`src/rtl/tamaguchi_pkg.sv`:
```
// Shared constants for the tamaguchi input front end: default timings,
// button indices and counter-width helpers.
package tamaguchi_pkg;

  localparam int DEF_CLK_FREQ        = 50_000_000;
  localparam int DEF_DEBOUNCE_CYCLES = 1_000_000;
  localparam int DEF_LONG_CYCLES     = 250_000_000;

  localparam int NUM_BTN = 4;
  localparam int DORMIR  = 0;
  localparam int JUGAR   = 1;
  localparam int COMER   = 2;
  localparam int TEST    = 3;

  localparam int DB_MIN_W   = 1;
  localparam int HOLD_MIN_W = 28;
  localparam int SEC_MIN_W  = 26;

  // Bits needed to hold 0..n-1, never narrower than min_w.
  function automatic int cnt_width(input int n, input int min_w);
    int w;
    w = (n > 1) ? $clog2(n) : 1;
    return (w > min_w) ? w : min_w;
  endfunction

endpackage

```
`src/rtl/botones_entrada_antirrebote.sv`:
```
// One pushbutton: 2-flop synchronizer, stability-counter debounce,
// press edge pulse and long-press detection.
module antirrebote
  import tamaguchi_pkg::*;
#(
  parameter int DEBOUNCE_CYCLES = DEF_DEBOUNCE_CYCLES,
  parameter int LONG_CYCLES     = DEF_LONG_CYCLES
) (
  input  logic clk,
  input  logic reset,
  input  logic btn_n_i,
  output logic level_o,
  output logic press_o,
  output logic long_o,
  output logic held_o
);

  localparam int DB_W   = cnt_width(DEBOUNCE_CYCLES, DB_MIN_W);
  localparam int HOLD_W = cnt_width(LONG_CYCLES, HOLD_MIN_W);
  localparam logic [DB_W-1:0]   DB_LAST   = DB_W'(DEBOUNCE_CYCLES - 1);
  localparam logic [HOLD_W-1:0] HOLD_LAST = HOLD_W'(LONG_CYCLES - 1);

  logic [1:0]        sync_q, sync_d;
  logic [DB_W-1:0]   db_cnt_q, db_cnt_d;
  logic [HOLD_W-1:0] hold_q, hold_d;
  logic              level_q, level_d;
  logic              press_q, press_d;
  logic              long_q, long_d;
  logic              held_q, held_d;

  always_comb begin
    // NOTE: every signal gets a default first so no path through this block infers a latch.
    sync_d   = {sync_q[0], ~btn_n_i};
    level_d  = level_q;
    db_cnt_d = '0;
    if (sync_q[1] != level_q) begin
      if (db_cnt_q == DB_LAST) level_d  = ~level_q;
      else                     db_cnt_d = db_cnt_q + 1'b1;
    end

    press_d = level_d & ~level_q;

    hold_d = '0;
    if (level_q) hold_d = (hold_q == HOLD_LAST) ? hold_q : hold_q + 1'b1;

    // Gated by level_d so a release on the saturating edge cannot fire.
    long_d = level_d && (hold_d == HOLD_LAST) && (hold_q != HOLD_LAST);
    held_d = level_d & (held_q | long_d);
  end

  // NOTE: sequential state uses non-blocking assignments only, so every flop samples pre-edge values.
  always_ff @(posedge clk or posedge reset) begin
    if (reset) begin
      sync_q   <= '0;
      db_cnt_q <= '0;
      hold_q   <= '0;
      level_q  <= 1'b0;
      press_q  <= 1'b0;
      long_q   <= 1'b0;
      held_q   <= 1'b0;
    end else begin
      sync_q   <= sync_d;
      db_cnt_q <= db_cnt_d;
      hold_q   <= hold_d;
      level_q  <= level_d;
      press_q  <= press_d;
      long_q   <= long_d;
      held_q   <= held_d;
    end
  end

  assign level_o = level_q;
  assign press_o = press_q;
  assign long_o  = long_q;
  assign held_o  = held_q;

endmodule

```
`src/rtl/botones_entrada.sv`:
```
// Tamaguchi button front end: four debounced buttons with press and
// long-press events, plus a free-running one-second tick.
module botones_entrada
  import tamaguchi_pkg::*;
#(
  parameter int CLK_FREQ        = DEF_CLK_FREQ,
  parameter int DEBOUNCE_CYCLES = DEF_DEBOUNCE_CYCLES,
  parameter int LONG_CYCLES     = DEF_LONG_CYCLES
) (
  input  logic               clk,
  input  logic               reset,
  input  logic [NUM_BTN-1:0] btn_n,
  output logic               boton_dormir,
  output logic               boton_jugar,
  output logic               boton_comer,
  output logic               test,
  output logic [NUM_BTN-1:0] press,
  output logic [NUM_BTN-1:0] long_press,
  output logic [NUM_BTN-1:0] held_long,
  output logic               secondpassed
);

  localparam int SEC_W = cnt_width(CLK_FREQ, SEC_MIN_W);
  localparam logic [SEC_W-1:0] SEC_LAST = SEC_W'(CLK_FREQ - 1);

  logic [NUM_BTN-1:0] level;
  logic [SEC_W-1:0]   sec_cnt_q, sec_cnt_d;
  logic               sec_tick_q, sec_tick_d;

  for (genvar i = 0; i < NUM_BTN; i++) begin : g_btn
    antirrebote #(
      .DEBOUNCE_CYCLES(DEBOUNCE_CYCLES),
      .LONG_CYCLES    (LONG_CYCLES)
    ) u_antirrebote (
      .clk    (clk),
      .reset  (reset),
      .btn_n_i(btn_n[i]),
      .level_o(level[i]),
      .press_o(press[i]),
      .long_o (long_press[i]),
      .held_o (held_long[i])
    );
  end

  always_comb begin
    sec_cnt_d  = (sec_cnt_q == SEC_LAST) ? '0 : sec_cnt_q + 1'b1;
    sec_tick_d = (sec_cnt_q == SEC_LAST);
  end

  always_ff @(posedge clk or posedge reset) begin
    if (reset) begin
      sec_cnt_q  <= '0;
      sec_tick_q <= 1'b0;
    end else begin
      sec_cnt_q  <= sec_cnt_d;
      sec_tick_q <= sec_tick_d;
    end
  end

  assign boton_dormir = level[DORMIR];
  assign boton_jugar  = level[JUGAR];
  assign boton_comer  = level[COMER];
  assign test         = level[TEST];
  assign secondpassed = sec_tick_q;

endmodule

```
`config.mk`:
```
export PLATFORM = sky130hd
export DESIGN_NAME = botones_entrada
export DESIGN_NICKNAME = d
export VERILOG_FILES = /design/src/rtl/tamaguchi_pkg.sv /design/src/rtl/botones_entrada_antirrebote.sv /design/src/rtl/botones_entrada.sv
export SDC_FILE = /design/constraint.sdc
export NUM_CORES = 1
export LEC_CHECK = 0
export BUFFER_PORTS_ARGS = -buffer_cell sky130_fd_sc_hd__buf_2
export CORE_UTILIZATION = 25
export DETAILED_ROUTE_END_ITERATION = 6
export GPL_TIMING_DRIVEN = 0
export HOLD_SLACK_MARGIN = 0.12
export RECOVER_POWER = 25
export SLEW_MARGIN = 20
export SYNTH_ARGS = -nofsm -noshare
export SYNTH_HDL_FRONTEND = slang
export SYNTH_SLANG_ARGS = --single-unit
```
`constraint.sdc`:
```
create_clock -name clk -period 9 [get_ports clk]
set_input_delay 1.8 -clock clk [delete_from_list [all_inputs] [get_ports clk]]
set_output_delay 1.8 -clock clk [all_outputs]
set_load 0.1 [all_outputs]
```
After elaboration in Yosys (flattened, before gate mapping)

Index checks and enable logic that the tools add are counted.

Bitwise gates (word level): 20
Reductions and logical operators: 8
Multiplexer cells: 25
Eq/ne operators: 21
Add/subtract/negate cells: 9

Operators with widths:

| cell                                                            | count |
|---|---|
| 28-bit equality test, second input constant                     | 8 |
| 28-bit 2-to-1 mux                                               | 8 |
| 20-bit 2-to-1 mux                                               | 8 |
| 28-bit by 1-bit adder with 28-bit output, second input constant | 4 |
| 28-bit inequality test, second input constant                   | 4 |
| 20-bit by 1-bit adder with 20-bit output, second input constant | 4 |
| 20-bit equality test, second input constant                     | 4 |
| 26-bit by 1-bit adder with 26-bit output, second input constant | 1 |
| 26-bit equality test, second input constant                     | 1 |
| 26-bit 2-to-1 mux                                               | 1 |
| 1-bit bitwise AND                                               | 8 |
| 1-bit logical AND                                               | 8 |
| 1-bit 2-to-1 mux                                                | 8 |
| 1-bit NOT                                                       | 8 |
| 1-bit inequality test                                           | 4 |
| 1-bit OR                                                        | 4 |

Bits of input ports: 6
Bits in registers: 243
Output and inout bits: 17
Logic and storage cells: 113

Longest topological paths before layout

Gate-level depths: netlist of the first run.

Depth after elaboration: 8
Depth in mapped cells: 10
Mapped depth without buffers: 8

Modules after synthesis

Synthesis of the first run repeated with hierarchy kept, for this count alone.

Cells, all modules: 1,428
Area total of the unflattened synthesis: 13,385.3 um^2

By module, submodules not included:

| module          | times used | area an instance (um^2) | cells each | seq. area each (um^2) |
|---|---|---|---|---|
| antirrebote     | 4          | 3,015.4                 | 325        | 1,351.3 |
| botones_entrada | 1          | 1,323.8                 | 128        | 675.6 |

Worst setup path after synthesis of the first run

Ideal clock, no wire load.

Kind: register -> output
Start: register g_btn[3].u_antirrebote.level_q
End: output port test
Slack: 6.211 ns
Data arrival time: 0.989 ns
Data required time: 7.200 ns
Path buffers: 0
Stages on the path, launching flop included: 1
Cell sequence: dfrtp_1

RTL lines:

| element                  | line                              | source |
|---|---|---|
| start: declaration       | botones_entrada_antirrebote.sv:26 | `logic level_q, level_d;` |
| start signal: assignment | botones_entrada_antirrebote.sv:65 | `level_q <= level_d;` |
| end: declaration         | botones_entrada.sv:16             | `output logic test,` |

No word-level cell between the ends.

Worst setup path after layout of the first run

Start: register g_btn[2].u_antirrebote.hold_q[3]
End: register g_btn[2].u_antirrebote.long_q

Word-level cells in the longest chain between the ends: 6
Elaborated cells on any way between the ends: 8
Classes of those cells: add/sub (1); eq/ne (3); mux (2); reduce/logical (2)

RTL lines:

| element                                                                          | line                              | source |
|---|---|---|
| start: declaration                                                               | botones_entrada_antirrebote.sv:25 | `logic [HOLD_W-1:0] hold_q, hold_d;` |
| start signal: assignment                                                         | botones_entrada_antirrebote.sv:64 | `hold_q <= hold_d;` |
| 28-bit by 1-bit adder with 28-bit output or 28-bit equality test (tied branches) | botones_entrada_antirrebote.sv:44 | `if (level_q) hold_d = (hold_q == HOLD_LAST) ? hold_q : hold_q + 1'b1;` |
| 28-bit 2-to-1 mux (*) (2 in a row)                                               | botones_entrada_antirrebote.sv:44 |  |
| net g_btn[2].u_antirrebote.hold_d[13]                                            | botones_entrada_antirrebote.sv:25 |  |
| 28-bit equality test (*)                                                         | botones_entrada_antirrebote.sv:47 | `long_d = level_d && (hold_d == HOLD_LAST) && (hold_q != HOLD_LAST);` |
| 1-bit logical AND (*) (2 in a row)                                               | botones_entrada_antirrebote.sv:47 |  |
| net g_btn[2].u_antirrebote.long_d                                                | botones_entrada_antirrebote.sv:28 | `logic long_q, long_d;` |
| end signal: assignment                                                           | botones_entrada_antirrebote.sv:67 | `long_q <= long_d;` |
| end: declaration                                                                 | botones_entrada_antirrebote.sv:28 |  |

The timed path passes the listed nets; every way through them passes the cells marked *.

==> impl_metrics.py, run 1 <==
metrics = {
    "placement": {
        "hpwl_um": 20590,
        "gp_congestion": 0.8848,
        "dp_slack_ns": 5.698,
        "port_buffers": 22,
        "dp_cells": 2091,
    },
    "cts": {
        "cts-root-buf": "clkbuf_16",
        "clock_sinks": 243,
        "clock_latency_ns": 0.56,
        "postCtsHoldBufs": 0,
        "ctsResizeCount": 0,
        "cts_tree": "yes",
        "cts_buffer_depth": 3,
        "cts.htree.levels": 1,
        "numCtsBuffers": 30,
        "cts.clk_slew.worst_paths_ns": 0.06,
        "post-cts-setup-buffers": 0,
    },
    "critical_path": {
        "critPathKind": "flip-flop to flip-flop",
        "crit_required_ns": 9.45,
        "endpoint_kind": "flip-flop",
        "path_buf_inv": 1,
        "critical_path.max_stage_delay_ns": 0.95,
        "rrSetupSlack_ns": 5.45,
        "crit_slowest_cell": "nor4_1",
        "path_max_fanout": 7,
        "crit_path_start_kind": "flip-flop",
        "crit_family": "simple AND/OR/NAND/NOR gates",
        "cp_cell_sequence": "clkbuf_1, nand4_1, nor4_1, mux2i_1, or3b_1, or4_1, nor4_2",
        "worstPathArrival_ns": 4.00,
    },
    "logic_synthesis": {
        "synth_flop_cell": "dfrtp_1",
        "synth_fp_nets": 1402,
        "post_synth.cell_area_avg_um2": 9.393,
        "ys_seq_area_frac": 0.4667,
        "netlist_area_mm2": 0.01303,
        "syn_inst": 1387,
        "ys_ff_latch": 243,
        "yosysWarnings": 0,
        "synth_edf_count": 0,
        "synthArstFlopShare": 1.000,
        "synth.distinct_cells": 69,
    },
    "power": {
        "p_per_area_mw_per_mm2": 166.8,
        "p_leak_uw": 0.006248,
        "max-vdd-ir-drop_uv": 131.8,
        "p_total_uw": 2537,
    },
    "floorplanning": {
        "rows": 83,
        "dieArea_mm2": 0.05303,
        "die_w_um": 230.3,
        "core_area_mm2": 0.05141,
        "dieHeight_um": 230.3,
        "start_util": 0.2535,
        "io_pins": 23,
    },
    "detailed_routing": {
        "wirelength_um": 29860,
        "ant_nets": 0,
        "drtIter0Drc": 568,
        "wl_per_cell_um": 13.91,
        "dr.pass1.iters": 7,
        "drc_errors": 0,
        "via_count": 10340,
        "via_per_inst": 4.816,
    },
    "finish": {
        "finalNetCount": 1458,
        "multi_input_area_mm2": 0.006487,
        "n_antenna_cell": 0,
        "fin_cells": 2146,
        "nFillCells": 5321,
        "area_growth_pct": 16.71,
        "drive_gt1_frac": 0.08049,
        "seqCellArea_mm2": 0.006081,
    },
    "sta": {
        "max_freq_ghz": 0.2815,
        "final.setup.tns_ns": 0,
        "fin_crit_sh": 0.3948,
        "worstMarginPinSlew_ns": 2.290,
        "clock_skew_ns": 0.01647,
        "drv_slew": 46,
        "fin_crit_ns": 3.553,
        "rsz0062_at_grt": "no",
        "timing.final.ws_setup_ns": 5.447,
        "setup_viol": 0,
        "slew_headroom": -0.5353,
        "hold_viol": 0,
    },
    "hold_path": {
        "hp-class": "flip-flop to flip-flop",
    },
    "global_route": {
        "antenna_found_initial": 1,
        "grt_pass1_wl_um": 50900,
        "grt_pass1_vias": 10200,
        "grt_max_degree": 102,
        "grt_use_total": 0.1127,
        "grt.overflow.total": 0,
    },
    "run_status": {
        "status": "complete, but fails checks",
        "violations": "max-capacitance violations, max-slew violations",
    },
    "job": {
        "drv_cap": 1,
    },
}
==> state kept, by name, summed over array words and instances, names as in the netlist <==
signal	flops
g_btn.u_antirrebote.long_o	4
g_btn.u_antirrebote.press_o	4
g_btn.u_antirrebote.level_o	4
g_btn.u_antirrebote.db_cnt_q	80
g_btn.u_antirrebote.hold_q	112
sec_cnt_q	26
g_btn.u_antirrebote.sync_q	8
secondpassed	1
g_btn.u_antirrebote.held_o	4
==> where the power goes <==
part	internal [uW]	switching [uW]	total, uW	leakage (uW)
sequential	1100	5.34	1100	0.00335
combinational	9.14	32.3	41.4	0.00234
clock	903	488	1390	0.000557
==> placed cells by master, fill, tap and decap left out, types with 44 or more instances in the layout <==
| cell | count |
|---|---|
| nand2_1 | 102 |
| nand3_1 | 75 |
| clkbuf_1 | 45 |
| nor2_1 | 172 |
| xnor2_1 | 71 |
| dfrtp_1 | 243 |
| nand4_1 | 59 |
| and3_1 | 50 |
| o21ai_0 | 44 |
| xor2_1 | 91 |
| a21oi_1 | 45 |
==> synthesized netlist by cell type, types with 14 or more instances <==
cell | instances | area share
nor4_1 | 28 | 0.013
nand3_1 | 75 | 0.029
and2_1 | 25 | 0.012
nand2_1 | 102 | 0.029
nand2b_1 | 26 | 0.012
clkbuf_1 | 40 | 0.012
xor2_1 | 91 | 0.061
and4_1 | 29 | 0.019
and3_1 | 50 | 0.024
nand4_1 | 59 | 0.028
a21oi_1 | 45 | 0.017
nor3_1 | 34 | 0.013
or3_1 | 23 | 0.011
nor2_1 | 172 | 0.050
dfrtp_1 | 243 | 0.47
o21ai_0 | 44 | 0.017
xnor2_1 | 71 | 0.048
buf_4 | 14 | 0.0081
inv_1 | 43 | 0.012
mux2i_1 | 17 | 0.013
==> cell families (layout without fill, tap and decap cells) <==
| kind of cell | Yosys count | after routing | synth area share |
|---|---|---|---|
| flops | 243 | 243 | 0.4667 |
| mux | 19 | 19 | 0.01479 |
| compound gates | 146 | 146 | 0.06924 |
| fa+ha+maj | 10 | 10 | 0.009411 |
| buf+inv | 106 | 185 | 0.03582 |
| xor+xnor | 162 | 162 | 0.1089 |
| simple gates | 701 | 701 | 0.2951 |
==> metal layers <==
layer | vias to the layer above | track usage | wire, um
met3 | 49 | 0.01860 | 1299
met5 | - | 0 | 0
met1 | 5078 | 0.1509 | 14100
li1 | 5015 | - | -
met4 | 0 | 0.03725 | 674
met2 | 194 | 0.1836 | 13780
==> final cells by class <==
type	count	share of cell area
Multi-Input combinational cell	1038	0.4266
Sequential cell	243	0.3999
Clock buffer	39	0.05694
Tap cell	680	0.05595
Buffer	63	0.01975
Clock inverter	16	0.01934
Timing Repair Buffer	24	0.01078
Inverter	43	0.01070
==> path summary, 6_finish.rpt <==
| check | endpoint | depth (start not counted) | start |
|---|---|---|---|
| setup / recovery | g_btn[2].u_antirrebote.long_o | 7 | g_btn[2].u_antirrebote.hold_q[3] |
| hold / removal | g_btn[2].u_antirrebote.sync_q[1] | 0 | g_btn[2].u_antirrebote.sync_q[0] |
| setup reg to reg | g_btn[2].u_antirrebote.long_o | 7 | g_btn[2].u_antirrebote.hold_q[3] |
| hold reg to reg | g_btn[2].u_antirrebote.sync_q[1] | 0 | g_btn[2].u_antirrebote.sync_q[0] |
| max in group asynchronous | g_btn[0].u_antirrebote.hold_q[20] | 3 | reset |
| min in group asynchronous | g_btn[1].u_antirrebote.press_o | 2 | reset |
==> metrics by stage <==
stage            util  hold WS (ns)  instance area (um^2)
3_3_place_gp   0.2721        0.3330                 13990
3_5_place_dp   0.2735        0.3410                 14060
4_1_cts        0.2960        0.3547                 15220
5_1_grt        0.2958        0.3672                 15210
2_1_floorplan       -        0.3312                 13030
6_report       0.2958        0.3526                 15210
No activity file was read; power rests on OpenSTA's default activity.
==> run 2: changes to the inputs <==
clock period = 3.4 ns   (was 9 ns; I/O delays follow)
==> run 2 against run 1 <==
  * The run still ends with max-capacitance violations, max-slew violations left
  * Clock power is 120% higher
  * First-iteration DRC count increased by 6.2%
  * Global-route usage down 0.14 points
  * Flip-flop and latch count stayed put
  * Setup slack got worse by 5.2 ns
  * Utilization down 0.26 points
  * Non-clock buffer count grew 7
  * Critical path type unchanged
  * Largest cell class unchanged
==> impl_metrics.py, run 2 (synthesized netlist as in run 1, its figures left out) <==
metrics = {
    "critical_path": {
        "cp_cell_sequence": "buf_4, nand4_1, nor4_2, mux2i_1, or3b_1, or4_1, nor4_2",
        "worstRegToRegCells": 7,
        "crit_slowest_cell": "nor4_2",
        "reg2reg_to": "g_btn[2].u_antirrebote.long_o",
        "path_max_fanout": 7,
        "crit_path_start_kind": "flip-flop",
        "crit_required_ns": 3.83,
        "crit_family": "simple AND/OR/NAND/NOR gates",
        "endpoint_kind": "flip-flop",
        "r2r_start": "g_btn[2].u_antirrebote.hold_q[3]",
        "worstPathArrival_ns": 3.58,
        "critPathKind": "flip-flop to flip-flop",
        "path_buf_inv": 1,
        "rrSetupSlack_ns": 0.25,
        "critical_path.max_stage_delay_ns": 0.76,
        "cp_common_cell": "nor4_2",
    },
    "power": {
        "p_switching_uw": 1350,
        "p_per_area_mw_per_mm2": 407.4,
        "intPower_uw": 4791,
        "p_leak_uw": 0.006202,
        "switching_share": 0.2198,
        "p_total_uw": 6141,
        "clock_power_share": 0.505,
        "max-vdd-ir-drop_uv": 289.4,
        "combPwrFrac": 0.019,
        "sequentialPowerShare": 0.476,
    },
    "sta": {
        "holdWs_ns": 0.2540,
        "slew_headroom": -0.1947,
        "rsz0062_at_grt": "no",
        "clock_skew_ns": 0.01886,
        "fin_crit_sh": 0.9278,
        "fin_crit_ns": 3.154,
        "final.setup.tns_ns": 0,
        "hold_viol": 0,
        "max_freq_ghz": 0.3170,
        "worstMarginPinSlew_ns": 1.792,
        "drv_slew": 59,
        "setup_viol": 0,
    },
    "cts": {
        "cts_tree": "yes",
        "postCtsHoldBufs": 0,
        "cts_buffer_depth": 3,
        "cts.clk_slew.worst_paths_ns": 0.07,
        "cts.htree.levels": 1,
        "numCtsBuffers": 27,
        "post-cts-setup-buffers": 0,
        "ctsResizeCount": 0,
        "cts-root-buf": "clkbuf_16",
        "clock_sinks": 243,
        "clock_latency_ns": 0.55,
    },
    "global_route": {
        "grtUsageMet3": 0.01612,
        "grt-busiest-layer": "met2",
        "grt.overflow.total": 0,
        "antenna_found_initial": 0,
        "grt_use_total": 0.1113,
        "grt_pass1_vias": 10110,
        "grt_use_met2": 0.1809,
        "grt_max_degree": 34,
        "grtUsageMet1": 0.1504,
        "grt_pass1_wl_um": 50160,
    },
    "detailed_routing": {
        "wl_per_cell_um": 13.58,
        "wirelength_um": 29170,
        "drtIter0Drc": 603,
        "via_per_inst": 4.816,
        "via_count": 10340,
        "dr.pass1.iters": 5,
        "drc_errors": 0,
        "ant_nets": 0,
    },
    "finish": {
        "largest_reg_flops": 112,
        "area_growth_pct": 15.70,
        "finalNetCount": 1462,
        "top_register": "g_btn.u_antirrebote.hold_q",
        "fin_cells": 2147,
        "design_area_mm2": 0.01507,
        "final_cell_mix": "dfrtp_1 (243), nor2_1 (172), nand2_1 (102)",
        "n_antenna_cell": 0,
        "nFillCells": 5319,
        "final_common_cell": "dfrtp_1",
        "drive_gt1_frac": 0.08316,
        "biggestRegsByFlops": "g_btn.u_antirrebote.hold_q (112), g_btn.u_antirrebote.db_cnt_q (80), sec_cnt_q (26)",
    },
    "floorplanning": {
        "io_pins": 23,
        "core_area_mm2": 0.05141,
        "dieHeight_um": 230.3,
        "start_util": 0.2535,
        "die_w_um": 230.3,
        "dieArea_mm2": 0.05303,
        "rows": 83,
    },
    "placement": {
        "dp_cells": 2098,
        "gp_congestion": 0.8751,
        "hpwl_um": 20750,
        "port_buffers": 22,
        "placed_area_mm2": 0.01421,
    },
    "run_status": {
        "violations": "max-capacitance violations, max-slew violations",
        "status": "complete, but fails checks",
    },
    "job": {
        "drv_cap": 2,
    },
    "hold_path": {
        "hp-class": "input port to async pin",
    },
}
==> run 2: final cells by class <==
cell class	instances	area, um^2	share of cell area
Multi-Input combinational cell	1038	6502	0.4314
Sequential cell	243	6081	0.4034
Tap cell	680	850.8	0.05644
Clock buffer	31	730.7	0.04847
Buffer	63	305.3	0.02025
Clock inverter	18	222.7	0.01477
Timing Repair Buffer	31	219.0	0.01453
Inverter	43	162.7	0.01079
==> run 2: stage by stage <==
step,worst slack [ns],utilization
6_report,0.2456,0.2932
2_1_floorplan,-0.4698,-
5_1_grt,0.03224,0.2932
3_3_place_gp,-2.081,0.2722
3_5_place_dp,0.07718,0.2764
4_1_cts,0.04160,0.2950
==> run 2: power by group through the flow <==
stage / Sequential [uW] / Clock [uW] / Combinational [uW]
after CTS: 2920 / 3230 / 138
final: 2920 / 3100 / 115
after detailed placement: 2980 / 0 / 137
after floorplan: 2970 / 0 / 74.9
after global placement: 2980 / 0 / 106
after global routing: 2920 / 3340 / 137
==> run 2: routing by layer <==
layer / part of all wire / wire length (um)
met5: 0 / 0
met4: 0.024 / 697
met3: 0.038 / 1113
met2: 0.47 / 13660
met1: 0.47 / 13690
==> run 2: worst max-delay path by stage <==
| stage | from | end | slack (ns) | cells after the start |
|---|---|---|---|---|
| floorplan | reset | g_btn[0].u_antirrebote.db_cnt_q[0] | -0.47 | 1 |
| global placement | reset | g_btn[3].u_antirrebote.hold_q[0] | -2.08 | 2 |
| detailed placement | g_btn[2].u_antirrebote.hold_q[3] | g_btn[2].u_antirrebote.long_o | 0.08 | 7 |
| CTS | g_btn[2].u_antirrebote.hold_q[3] | g_btn[2].u_antirrebote.long_o | 0.04 | 7 |
| global route | g_btn[3].u_antirrebote.hold_q[0] | g_btn[3].u_antirrebote.held_o | 0.03 | 8 |
| finish | g_btn[2].u_antirrebote.hold_q[3] | g_btn[2].u_antirrebote.long_o | 0.25 | 7 |
